**config.mk**
```make
export PLATFORM = sky130hd
export DESIGN_NAME = muldiv_ctrl_flat
export DESIGN_NICKNAME = d
export VERILOG_FILES = /design/src/rtl/muldiv_ctrl_pkg.sv /design/src/rtl/muldiv_ctrl_if.sv /design/src/rtl/muldiv_ctrl_div_special.sv /design/src/rtl/muldiv_ctrl.sv /design/src/flat_wrapper.sv
export SDC_FILE = /design/constraint.sdc
export NUM_CORES = 1
export LEC_CHECK = 0
export CELL_PAD_IN_SITES_DETAIL_PLACEMENT = 1
export CELL_PAD_IN_SITES_GLOBAL_PLACEMENT = 2
export CORE_ASPECT_RATIO = 0.7
export CORE_UTILIZATION = 28
export CTS_CLUSTER_DIAMETER = 200
export DETAILED_ROUTE_END_ITERATION = 10
export HOLD_SLACK_MARGIN = 0.12
export PLACE_DENSITY = 0.91
export SLEW_MARGIN = 5
export SYNTH_ARGS = -nofsm -noshare
export SYNTH_HDL_FRONTEND = slang
export SYNTH_HIERARCHICAL = 1
export SYNTH_SLANG_ARGS = --single-unit
export TNS_END_PERCENT = 50
```
**constraint.sdc**
```tcl
create_clock -name clk -period 1.91 [get_ports clk]
set_input_delay 0.4775 -clock clk [delete_from_list [all_inputs] [get_ports clk]]
set_output_delay 0.4775 -clock clk [all_outputs]
set_load 0.02 [all_outputs]
```
**src/rtl/muldiv_ctrl_pkg.sv**
```systemverilog
// Shared types for the divide controller: FSM states and DIV/REM op encodings.
// Latency: n/a (types and pure helper functions only).
// Backpressure: n/a.
package muldiv_ctrl_pkg;

    typedef enum logic [1:0] {
        ST_IDLE  = 2'd0,
        ST_START = 2'd1,
        ST_WAIT  = 2'd2,
        ST_DONE  = 2'd3
    } state_t;

    // funct3[1:0] of the RV32M divide group
    localparam logic [1:0] OP_DIV  = 2'b00;
    localparam logic [1:0] OP_DIVU = 2'b01;
    localparam logic [1:0] OP_REM  = 2'b10;
    localparam logic [1:0] OP_REMU = 2'b11;

    function automatic logic op_is_signed(input logic [1:0] op);
        return ~op[0];
    endfunction

    function automatic logic op_is_rem(input logic [1:0] op);
        return op[1];
    endfunction

endpackage

```
**src/rtl/muldiv_ctrl_if.sv**
```systemverilog
// Bundles the EX-stage request/result signals and the serial-divider handshake.
// Latency: n/a (wiring only).
// Backpressure: o_stall holds EX; i_div_busy holds off o_div_start.
interface muldiv_ctrl_if #(parameter int WIDTH = 32);
    logic             i_req_valid;
    logic [1:0]       i_op;
    logic [WIDTH-1:0] i_rs1;
    logic [WIDTH-1:0] i_rs2;
    logic             i_flush;
    logic             o_stall;
    logic             o_result_valid;
    logic [WIDTH-1:0] o_result;
    logic             o_div_start;
    logic             o_div_signed;
    logic             o_div_flush;
    logic [WIDTH-1:0] o_div_dividend;
    logic [WIDTH-1:0] o_div_divisor;
    logic             i_div_busy;
    logic             i_div_valid;
    logic [WIDTH-1:0] i_div_quotient;
    logic [WIDTH-1:0] i_div_remainder;

    // slave: the controller; master: the EX stage plus divider side
    modport slave (
        input  i_req_valid, i_op, i_rs1, i_rs2, i_flush,
        input  i_div_busy, i_div_valid, i_div_quotient, i_div_remainder,
        output o_stall, o_result_valid, o_result,
        output o_div_start, o_div_signed, o_div_flush, o_div_dividend, o_div_divisor
    );

    modport master (
        output i_req_valid, i_op, i_rs1, i_rs2, i_flush,
        output i_div_busy, i_div_valid, i_div_quotient, i_div_remainder,
        input  o_stall, o_result_valid, o_result,
        input  o_div_start, o_div_signed, o_div_flush, o_div_dividend, o_div_divisor
    );
endinterface

```
**src/rtl/muldiv_ctrl_div_special.sv**
```systemverilog
// Detects divide-by-zero and signed overflow and supplies their fixed results.
// Latency: combinational.
// Backpressure: none.
module muldiv_ctrl_div_special #(
    parameter int WIDTH = 32
) (
    input  logic [WIDTH-1:0] dividend,
    input  logic [WIDTH-1:0] divisor,
    input  logic             is_signed,
    output logic             hit,
    output logic [WIDTH-1:0] quotient,
    output logic [WIDTH-1:0] remainder
);
    localparam logic [WIDTH-1:0] MIN_VAL = {1'b1, {(WIDTH-1){1'b0}}};

    logic div_zero;
    logic overflow;

    always_comb begin
        div_zero  = (divisor == '0);
        overflow  = is_signed && (dividend == MIN_VAL) && (divisor == '1);
        hit       = div_zero || overflow;
        // Divide-by-zero wins; the two cases cannot overlap anyway
        quotient  = div_zero ? '1 : MIN_VAL;
        remainder = div_zero ? dividend : '0;
    end
endmodule

```
**src/rtl/muldiv_ctrl.sv**
```systemverilog
// EX-stage controller sequencing DIV/DIVU/REM/REMU onto a serial divider; MULDIV_CTRL_FUSE_EN adds a one-entry result cache.
// Latency: special cases / cache hits 1 cycle; divider path = result strobe the cycle after i_div_valid.
// Backpressure: o_stall holds IF/ID/EX until the result strobe; o_div_start waits while i_div_busy.
module muldiv_ctrl
    import muldiv_ctrl_pkg::*;
#(
    parameter int WIDTH = 32
) (
    input  logic         clk,
    input  logic         reset,
    muldiv_ctrl_if.slave bus
);
    state_t           state, state_nxt;
    logic [1:0]       op_q;
    logic [WIDTH-1:0] rs1_q, rs2_q, quo_q, rem_q;
    logic             sp_hit;
    logic [WIDTH-1:0] sp_quo, sp_rem;
    logic             req_take;
    logic             cache_hit;
    logic [WIDTH-1:0] cache_quo, cache_rem;
    logic             stall, result_vld, div_start, div_signed, div_flush;

    muldiv_ctrl_div_special #(.WIDTH(WIDTH)) u_div_special (
        .dividend  (bus.i_rs1),
        .divisor   (bus.i_rs2),
        .is_signed (op_is_signed(bus.i_op)),
        .hit       (sp_hit),
        .quotient  (sp_quo),
        .remainder (sp_rem)
    );

    assign req_take = (state == ST_IDLE) && bus.i_req_valid && !bus.i_flush;

`ifdef MULDIV_CTRL_FUSE_EN
    logic             c_vld, c_sgn;
    logic [WIDTH-1:0] c_rs1, c_rs2, c_quo, c_rem;

    always_ff @(posedge clk or negedge reset) begin
        if (!reset) begin
            c_vld <= 1'b0;
            c_sgn <= 1'b0;
            c_rs1 <= '0;
            c_rs2 <= '0;
            c_quo <= '0;
            c_rem <= '0;
        end else if (bus.i_flush) begin
            c_vld <= 1'b0;
        end else if (state == ST_WAIT && bus.i_div_valid) begin
            c_vld <= 1'b1;
            c_sgn <= op_is_signed(op_q);
            c_rs1 <= rs1_q;
            c_rs2 <= rs2_q;
            c_quo <= bus.i_div_quotient;
            c_rem <= bus.i_div_remainder;
        end
    end

    // DIV and REM of the same operands share one entry: both halves are kept
    assign cache_hit = c_vld && (c_rs1 == bus.i_rs1) && (c_rs2 == bus.i_rs2) &&
                       (c_sgn == op_is_signed(bus.i_op));
    assign cache_quo = c_quo;
    assign cache_rem = c_rem;
`else
    assign cache_hit = 1'b0;
    assign cache_quo = '0;
    assign cache_rem = '0;
`endif

    always_ff @(posedge clk or negedge reset) begin
        if (!reset) begin
            state <= ST_IDLE;
        end else begin
            state <= state_nxt;
        end
    end

    always_ff @(posedge clk or negedge reset) begin
        if (!reset) begin
            op_q  <= '0;
            rs1_q <= '0;
            rs2_q <= '0;
            quo_q <= '0;
            rem_q <= '0;
        end else if (req_take) begin
            op_q  <= bus.i_op;
            rs1_q <= bus.i_rs1;
            rs2_q <= bus.i_rs2;
            if (sp_hit) begin
                quo_q <= sp_quo;
                rem_q <= sp_rem;
            end else if (cache_hit) begin
                quo_q <= cache_quo;
                rem_q <= cache_rem;
            end
        end else if (state == ST_WAIT && bus.i_div_valid) begin
            quo_q <= bus.i_div_quotient;
            rem_q <= bus.i_div_remainder;
        end
    end

    always_comb begin
        state_nxt  = state;
        stall      = 1'b0;
        result_vld = 1'b0;
        div_start  = 1'b0;
        div_signed = 1'b0;
        div_flush  = 1'b0;
        case (state)
            ST_IDLE: begin
                stall = bus.i_req_valid;
                if (req_take) begin
                    state_nxt = (sp_hit || cache_hit) ? ST_DONE : ST_START;
                end
            end
            ST_START: begin
                stall      = 1'b1;
                div_signed = op_is_signed(op_q);
                if (bus.i_flush) begin
                    div_flush = 1'b1;
                    state_nxt = ST_IDLE;
                end else if (!bus.i_div_busy) begin
                    div_start = 1'b1;
                    state_nxt = ST_WAIT;
                end
            end
            ST_WAIT: begin
                stall      = 1'b1;
                div_signed = op_is_signed(op_q);
                if (bus.i_flush) begin
                    div_flush = 1'b1;
                    state_nxt = ST_IDLE;
                end else if (bus.i_div_valid) begin
                    state_nxt = ST_DONE;
                end
            end
            ST_DONE: begin
                result_vld = !bus.i_flush;
                state_nxt  = ST_IDLE;
            end
            default: state_nxt = ST_IDLE;
        endcase
        // IDLE stall follows the request combinationally; keep it low under reset
        if (!reset) begin
            stall = 1'b0;
        end
    end

    assign bus.o_stall        = stall;
    assign bus.o_result_valid = result_vld;
    assign bus.o_result       = (state == ST_DONE) ? (op_is_rem(op_q) ? rem_q : quo_q) : '0;
    assign bus.o_div_start    = div_start;
    assign bus.o_div_signed   = div_signed;
    assign bus.o_div_flush    = div_flush;
    assign bus.o_div_dividend = rs1_q;
    assign bus.o_div_divisor  = rs2_q;
endmodule
```
**src/flat_wrapper.sv**
```systemverilog
// flat-port wrapper written by rule: the top's interface ports become plain ports
module muldiv_ctrl_flat import muldiv_ctrl_pkg::*;
#(
    parameter int WIDTH = 32
)
  (clk, reset, bus_i_req_valid, bus_i_op, bus_i_rs1, bus_i_rs2, bus_i_flush, bus_i_div_busy, bus_i_div_valid, bus_i_div_quotient, bus_i_div_remainder, bus_o_stall, bus_o_result_valid, bus_o_result, bus_o_div_start, bus_o_div_signed, bus_o_div_flush, bus_o_div_dividend, bus_o_div_divisor);
  muldiv_ctrl_if #(.WIDTH(WIDTH)) bus_i ();
  input  logic clk;
  input  logic reset;
  input wire logic [$bits(bus_i.i_req_valid)-1:0] bus_i_req_valid;
  input wire logic [$bits(bus_i.i_op)-1:0] bus_i_op;
  input wire logic [$bits(bus_i.i_rs1)-1:0] bus_i_rs1;
  input wire logic [$bits(bus_i.i_rs2)-1:0] bus_i_rs2;
  input wire logic [$bits(bus_i.i_flush)-1:0] bus_i_flush;
  input wire logic [$bits(bus_i.i_div_busy)-1:0] bus_i_div_busy;
  input wire logic [$bits(bus_i.i_div_valid)-1:0] bus_i_div_valid;
  input wire logic [$bits(bus_i.i_div_quotient)-1:0] bus_i_div_quotient;
  input wire logic [$bits(bus_i.i_div_remainder)-1:0] bus_i_div_remainder;
  output wire logic [$bits(bus_i.o_stall)-1:0] bus_o_stall;
  output wire logic [$bits(bus_i.o_result_valid)-1:0] bus_o_result_valid;
  output wire logic [$bits(bus_i.o_result)-1:0] bus_o_result;
  output wire logic [$bits(bus_i.o_div_start)-1:0] bus_o_div_start;
  output wire logic [$bits(bus_i.o_div_signed)-1:0] bus_o_div_signed;
  output wire logic [$bits(bus_i.o_div_flush)-1:0] bus_o_div_flush;
  output wire logic [$bits(bus_i.o_div_dividend)-1:0] bus_o_div_dividend;
  output wire logic [$bits(bus_i.o_div_divisor)-1:0] bus_o_div_divisor;
  assign bus_i.i_req_valid = bus_i_req_valid;
  assign bus_i.i_op = bus_i_op;
  assign bus_i.i_rs1 = bus_i_rs1;
  assign bus_i.i_rs2 = bus_i_rs2;
  assign bus_i.i_flush = bus_i_flush;
  assign bus_i.i_div_busy = bus_i_div_busy;
  assign bus_i.i_div_valid = bus_i_div_valid;
  assign bus_i.i_div_quotient = bus_i_div_quotient;
  assign bus_i.i_div_remainder = bus_i_div_remainder;
  assign bus_o_stall = bus_i.o_stall;
  assign bus_o_result_valid = bus_i.o_result_valid;
  assign bus_o_result = bus_i.o_result;
  assign bus_o_div_start = bus_i.o_div_start;
  assign bus_o_div_signed = bus_i.o_div_signed;
  assign bus_o_div_flush = bus_i.o_div_flush;
  assign bus_o_div_dividend = bus_i.o_div_dividend;
  assign bus_o_div_divisor = bus_i.o_div_divisor;
  muldiv_ctrl #(.WIDTH(WIDTH)) u_core (.clk(clk), .reset(reset), .bus(bus_i));
endmodule
```
==> flow_summary_export.csv, run 1 <==
group,metric,value,unit
status,status,"complete, but fails checks",
status,violations,"setup timing",
layout,fill_cells,2500,
floorplan,start_util,28.8,%
routing,first_iter_violations,200,
yosys,yosys_warnings,6,
routing,dr.pass1.iters,4,
global_routing,antenna_found_initial,1,
layout,fin_nets,1081,
yosys,ys_ff_latch,132,
layout,final_area,12300,sq um
job,cap_violations,0,
placement,place_ws,-1370,ps
layout,final_common_cell,"dfrtp_1",
yosys,syn-num-nets,765,
placement,place.gp.congestion,0.832,
yosys,netlist_instances,623,
placement,place_area,10100,sq um
timing,setup_ws,-457,ps
setup_path,critPathKind,"in2reg",
timing,rsz0062_at_grt,"true",
floorplan,rows,47,
yosys,synth_top_cell_by_area,"dfrtp_1",
clocking,clk_pin_slew,60,ps
timing,setup_violations,101,
routing,drc,0,
timing,fin_skew,7.18,ps
routing,avgViaCountPerCell,4.81,
layout,regArea,3310,sq um
timing,fmax,0.423,GHz
timing,period_share,124,%
floorplan,die_area,25300,sq um
clocking,clkSinkCount,132,
layout,multi_input_area,3980,sq um
routing,wl_per_cell,23.0,um
timing,finalCriticalPeriod,2370,ps
clocking,cts_tree,"done",
setup_path,cp-end-kind,"flop",
setup_path,crit_path_start_kind,"input port",
placement,portBuffers,236,
routing,antenna_left,0,
timing,tightest_slew,785,ps
global_routing,grt-ovfl-total,0,
setup_path,reg2reg_from,"u_core/state[0]",
clocking,clockBufferDepth,2,
floorplan,io_pins,237,
clocking,root_buffer,"clkbuf_16",
power_and_ir_drop,seqPwrFrac,30.4,%
global_routing,grt_usage,22.1,%
floorplan,die_height,133,um
floorplan,die_x,190,um
power_and_ir_drop,clock_power_share,20.6,%
timing,tns,-31810,ps
layout,drive_gt1_share,46.6,%
floorplan,core,23900,sq um
clocking,cts_buffers,17,
setup_path,arrival,2670,ps
yosys,yosysSeqAreaShare,47.9,%
timing,slew_headroom,47.7,%
yosys,synth_edf_count,0,
yosys,synth_area_per_cell,11.1,sq um
power_and_ir_drop,p_switching,6410,uW
yosys,synth_top_cell_area_share,47.9,%
setup_path,cp_max_fo,8,
placement,dp_hpwl,17.7,mm
routing,route.vias.total,6114,
setup_path,critPathRequiredTime,2210,ps
yosys,synth-main-ff-cell,"dfrtp_1",
yosys,synthArstFlopShare,100,%
global_routing,grt_pass1_wl,41.2,mm
power_and_ir_drop,netSwitchingFraction,36.6,%
power_and_ir_drop,p_per_area,1420,nW/um^2
timing,slew_violations,0,
power_and_ir_drop,p_leak,0.00590,uW
routing,finalWirelength,29.3,mm
power_and_ir_drop,p_int,11100,uW
timing,hold_viol,0,
global_routing,grt_max_degree,133,
power_and_ir_drop,power_frac_comb,49.0,%
yosys,synth_area,6900,sq um
layout,final_cell_mix,"129 x dfrtp_1, 116 x clkdlybuf4s50_1, 105 x buf_4",
yosys,ys_top_cells_by_area,"dfrtp_1 48%, mux2i_1 14%, mux2_2 11%",
worst_hold_path,hold_path_class,"in2async",
setup_path,crit_start,"bus_i_rs2[10]",
clocking,clock_latency,420,ps
layout,final_util,51.4,%
layout,areaGrowthSynthToFinish,78.3,%
global_routing,grt_pass1_vias,6635,
yosys,ys_types,30,
clocking,h-tree-depth,4,
power_and_ir_drop,vdd_drop_max,0.000772,V
-- per-layer routing --
| layer | share of wire (%) | GRT usage [%] | vias up |
|---|---|---|---|
| met1 | 44 | 28.5 | 3074 |
| met2 | 48 | 36.2 | 214 |
| met3 | 6.7 | 6.51 | 31 |
| li1 | - | - | 2795 |
| met4 | 1.7 | 5.20 | 0 |
| met5 | 0 | 0 | - |
-- through the flow --
stage / power, uW / std cells / hold slack (ps)
3_5_place_dp: 11600 / 1202 / 470
3_3_place_gp: 11400 / 1202 / 460
4_1_cts: 16000 / 1249 / 230
2_1_floorplan: 8340 / 623 / 182
5_1_grt: 18400 / 1270 / 265
6_report: 17500 / 1271 / 207
-- final timing paths --
kind                                                 to  slack (ps)  cells past startpoint
setup / recovery                       u_core/rem_q[19]        -460                     10
hold / removal                         u_core/quo_q[27]         210                      2
setup reg to reg                       u_core/rem_q[19]        -170                     10
hold reg to reg                         u_core/rem_q[3]         500                      2
max in group asynchronous  u_core/bus.o_div_divisor[18]        1100                      2
min in group clk           u_core/bus.o_div_divisor[11]         290                      2
-- critical path: stages --
cell      delay, ps
buf_8            70
nand4_1         120
or4_4           570
or4_4           560
o21bai_4        190
mux2i_4         140
buf_12          200
buf_16          160
nand2_2          80
o21ai_1          80
-- flip-flops by register name, summed over array words and instances (netlist names) --
register                   flops
u_core/bus.o_div_dividend     32
u_core/state                   2
u_core/bus.o_div_divisor      32
u_core/op_q                    2
u_core/quo_q                  32
u_core/rem_q                  32
-- cells in the mapped netlist, drive strengths merged, types with 2 or more instances --
cell type / count
nor4: 12
inv: 6
or4: 2
mux2: 65
o21ai: 67
buf: 58
a21oi: 3
nor3: 3
mux2i: 99
dfrtp: 132
nor3b: 2
nor2b: 34
clkbuf: 12
and2: 34
nor4b: 3
nand2: 66
ha: 6
nor2: 3
nand4: 11
-- repair_timing --
item | 4_1_cts | 5_1_grt
gates cloned | 13 | 9
hold buffers | 0 | 0
pin swaps | 52 | 23
setup endpoints to repair | 115 | 174
endpoints found under the hold margin | 0 | 0
resized for setup | 398 | 242
setup buffers | 3 | 12
-- power by group through the flow --
stage               combinational (uW)  sequential (uW)  clock, uW
floorplan                         2700             5640          0
global placement                  6500             4880          0
detailed placement                6650             4960          0
CTS                               7220             5060       3680
global route                      9080             5470       3800
finish                            8580             5320       3620
-- area by class of cell --
| class | instances | area share [%] |
|---|---|---|
| antenna | 1 | 0.0203 |
| clock buffer | 24 | 4.00 |
| clock inverter | 8 | 1.19 |
| inverter | 6 | 0.203 |
| multi-input combinational | 415 | 32.4 |
| sequential | 132 | 26.9 |
| tap | 318 | 3.24 |
| timing repair buffer | 367 | 32.1 |
-- kinds of logic after synthesis --
group / count (synthesis) / share of synthesized area [%]
DFF: 132 / 47.9
buffers and inverters: 76 / 7.00
adders and majority gates: 6 / 1.09
and+or+nand+nor: 172 / 13.7
AOI/OAI and AO/OA: 72 / 5.30
muxes: 164 / 25.0
other: 1 / 0.0544
No activity file was read; power rests on OpenSTA's default activity.
==> run 2: changes to the inputs <==
- CTS_CLUSTER_SIZE: not set -> 30
==> results of run 2 <==
Final layout, timing and power as in run 1 (identical DEF).
==> run 3: changes to the inputs <==
- RECOVER_POWER: not set -> 25
==> flow_summary_export.csv, run 3 (synthesized netlist as in run 1, its figures left out) <==
group,metric,value,unit
status,status,"complete, but fails checks",
status,violations,"setup timing",
timing,setup_ws,-455,ps
routing,first_iter_violations,203,
routing,avgViaCountPerCell,4.82,
timing,slew_headroom,12.5,%
floorplan,core,23900,sq um
placement,place.gp.congestion,0.832,
clocking,clkSinkCount,132,
placement,place_area,10100,sq um
layout,final_area,12300,sq um
layout,final_util,51.3,%
setup_path,arrival,2660,ps
routing,route.vias.total,6122,
global_routing,grt_max_degree,133,
setup_path,max_stage_delay,570,ps
timing,tightest_slew,1310,ps
layout,fill_cells,2502,
setup_path,crit_top_cell,"or4_4",
layout,final_cell_mix,"129 x dfrtp_1, 116 x clkdlybuf4s50_1, 105 x buf_4",
floorplan,rows,47,
timing,hold_viol,0,
global_routing,grt_pass1_wl,41.2,mm
timing,slew_violations,0,
timing,fin_skew,7.95,ps
setup_path,worstRegToRegCells,10,
setup_path,crit_slowest_cell,"or4_4",
global_routing,grt-ovfl-total,0,
layout,drive_gt1_share,46.5,%
clocking,cts_tree,"done",
clocking,cts_buffers,17,
global_routing,antenna_found_initial,1,
job,cap_violations,0,
routing,antenna_left,0,
floorplan,start_util,28.8,%
timing,hold-worst-slack,294,ps
setup_path,reg2reg_from,"u_core/state[0]",
global_routing,grt_usage,22.1,%
setup_path,critical_path.cell_chain,"buf_8, nand4_1, or4_4, or4_4, o21bai_4, mux2i_4, buf_12, buf_16, nand2_2, o21ai_1",
setup_path,critPathKind,"in2reg",
timing,setup_violations,101,
setup_path,setup.worst_path.end,"u_core/rem_q[19]",
power_and_ir_drop,finalPower,17500,uW
routing,dr.pass1.iters,4,
clocking,clock_latency,420,ps
timing,fmax,0.423,GHz
power_and_ir_drop,vdd_drop_max,0.000772,V
power_and_ir_drop,p_per_area,1430,nW/um^2
global_routing,grt_pass1_vias,6635,
setup_path,critPathRequiredTime,2210,ps
power_and_ir_drop,p_leak,0.00590,uW
routing,drc,0,
setup_path,crit_path_start_kind,"input port",
setup_path,rr_endpoint,"u_core/rem_q[19]",
placement,dp_hpwl,17.7,mm
clocking,root_buffer,"clkbuf_16",
layout,areaGrowthSynthToFinish,78.1,%
floorplan,die_x,190,um
floorplan,io_pins,237,
setup_path,r2r_slack,-160,ps
floorplan,die_area,25300,sq um
worst_hold_path,hold_path_class,"in2reg",
timing,period_share,124,%
placement,portBuffers,236,
floorplan,die_height,133,um
layout,multi_input_area,3980,sq um
layout,regArea,3310,sq um
timing,rsz0062_at_grt,"true",
setup_path,cp_max_fo,8,
clocking,clockBufferDepth,2,
layout,final_common_cell,"dfrtp_1",
setup_path,cp-end-kind,"flop",
clocking,clk_pin_slew,60,ps
setup_path,crit_start,"bus_i_rs2[10]",
timing,finalCriticalPeriod,2370,ps
clocking,h-tree-depth,4,
routing,wl_per_cell,23.0,um
layout,fin_nets,1081,
routing,finalWirelength,29.3,mm
==> run 3: changes by cell type in the layout (fill, tap and decap cells not counted), sizes merged <==
| cell | before | now |
|---|---|---|
| clkbuf | 33 | 34 |
| buf | 179 | 178 |
==> run 3: how the worst min path moves through the flow <==
stage                     cells after the start  slack, ps                             to        startpoint
after detailed placement                      2        470               u_core/rem_q[28]  u_core/rem_q[28]
after global placement                        2        460               u_core/quo_q[10]  u_core/quo_q[10]
after CTS                                     2        230  u_core/bus.o_div_dividend[30]             reset
final                                         2        290   u_core/bus.o_div_divisor[11]     bus_i_rs2[11]
after floorplan                               0        180   u_core/bus.o_div_dividend[0]             reset
after global routing                          2        280   u_core/bus.o_div_divisor[11]     bus_i_rs2[11]
==> run 3: stage by stage <==
step | worst slack [ps] | TNS (ps) | std cells
global placement | -1320 | -107640 | 1202
detailed placement | -1370 | -112380 | 1202
finish | -455 | -31460 | 1271
CTS | -341 | -29070 | 1249
floorplan | -530 | -31010 | 623
global route | -476 | -35400 | 1270
==> run 3: final cells by class <==
class	count	share of cell area (%)
Multi-Input combinational cell	415	32.4
Timing Repair Buffer	367	32.0
Sequential cell	132	26.9
Clock buffer	24	4.00
Tap cell	318	3.24
Clock inverter	8	1.19
Inverter	6	0.204
Antenna cell	1	0.0204
==> run 3: critical path: cells and delay by family <==
kind,cells,cell delay [ps]
buffers and inverters,3,430
multiplexers,1,140
AO/OA/AOI/OAI,2,270
AND/OR/NAND/NOR,4,1330
==> run 3: repair_timing <==
action | 4_1_cts | 5_1_grt
hold buffers | 0 | 0
pin swaps | 52 | 23
setup endpoints to repair | 115 | 174
setup buffers | 3 | 12
cloned | 13 | 9
gates resized for setup | 398 | 242
==> run 3: power by group <==
group	switching (uW)	internal, uW	total [uW]
registers	1150	4170	5320
logic	3970	4620	8590
clock network	1300	2330	3620
total	6420	11100	17500
==> run 3: layer usage <==
| metal | track usage [%] | wire length, um | vias up |
|---|---|---|---|
| met5 | 0 | 0 | - |
| met4 | 5.20 | 488 | 0 |
| met3 | 6.51 | 2050 | 31 |
| met2 | 36.2 | 14000 | 220 |
| met1 | 28.5 | 12700 | 3072 |
| li1 | - | - | 2799 |
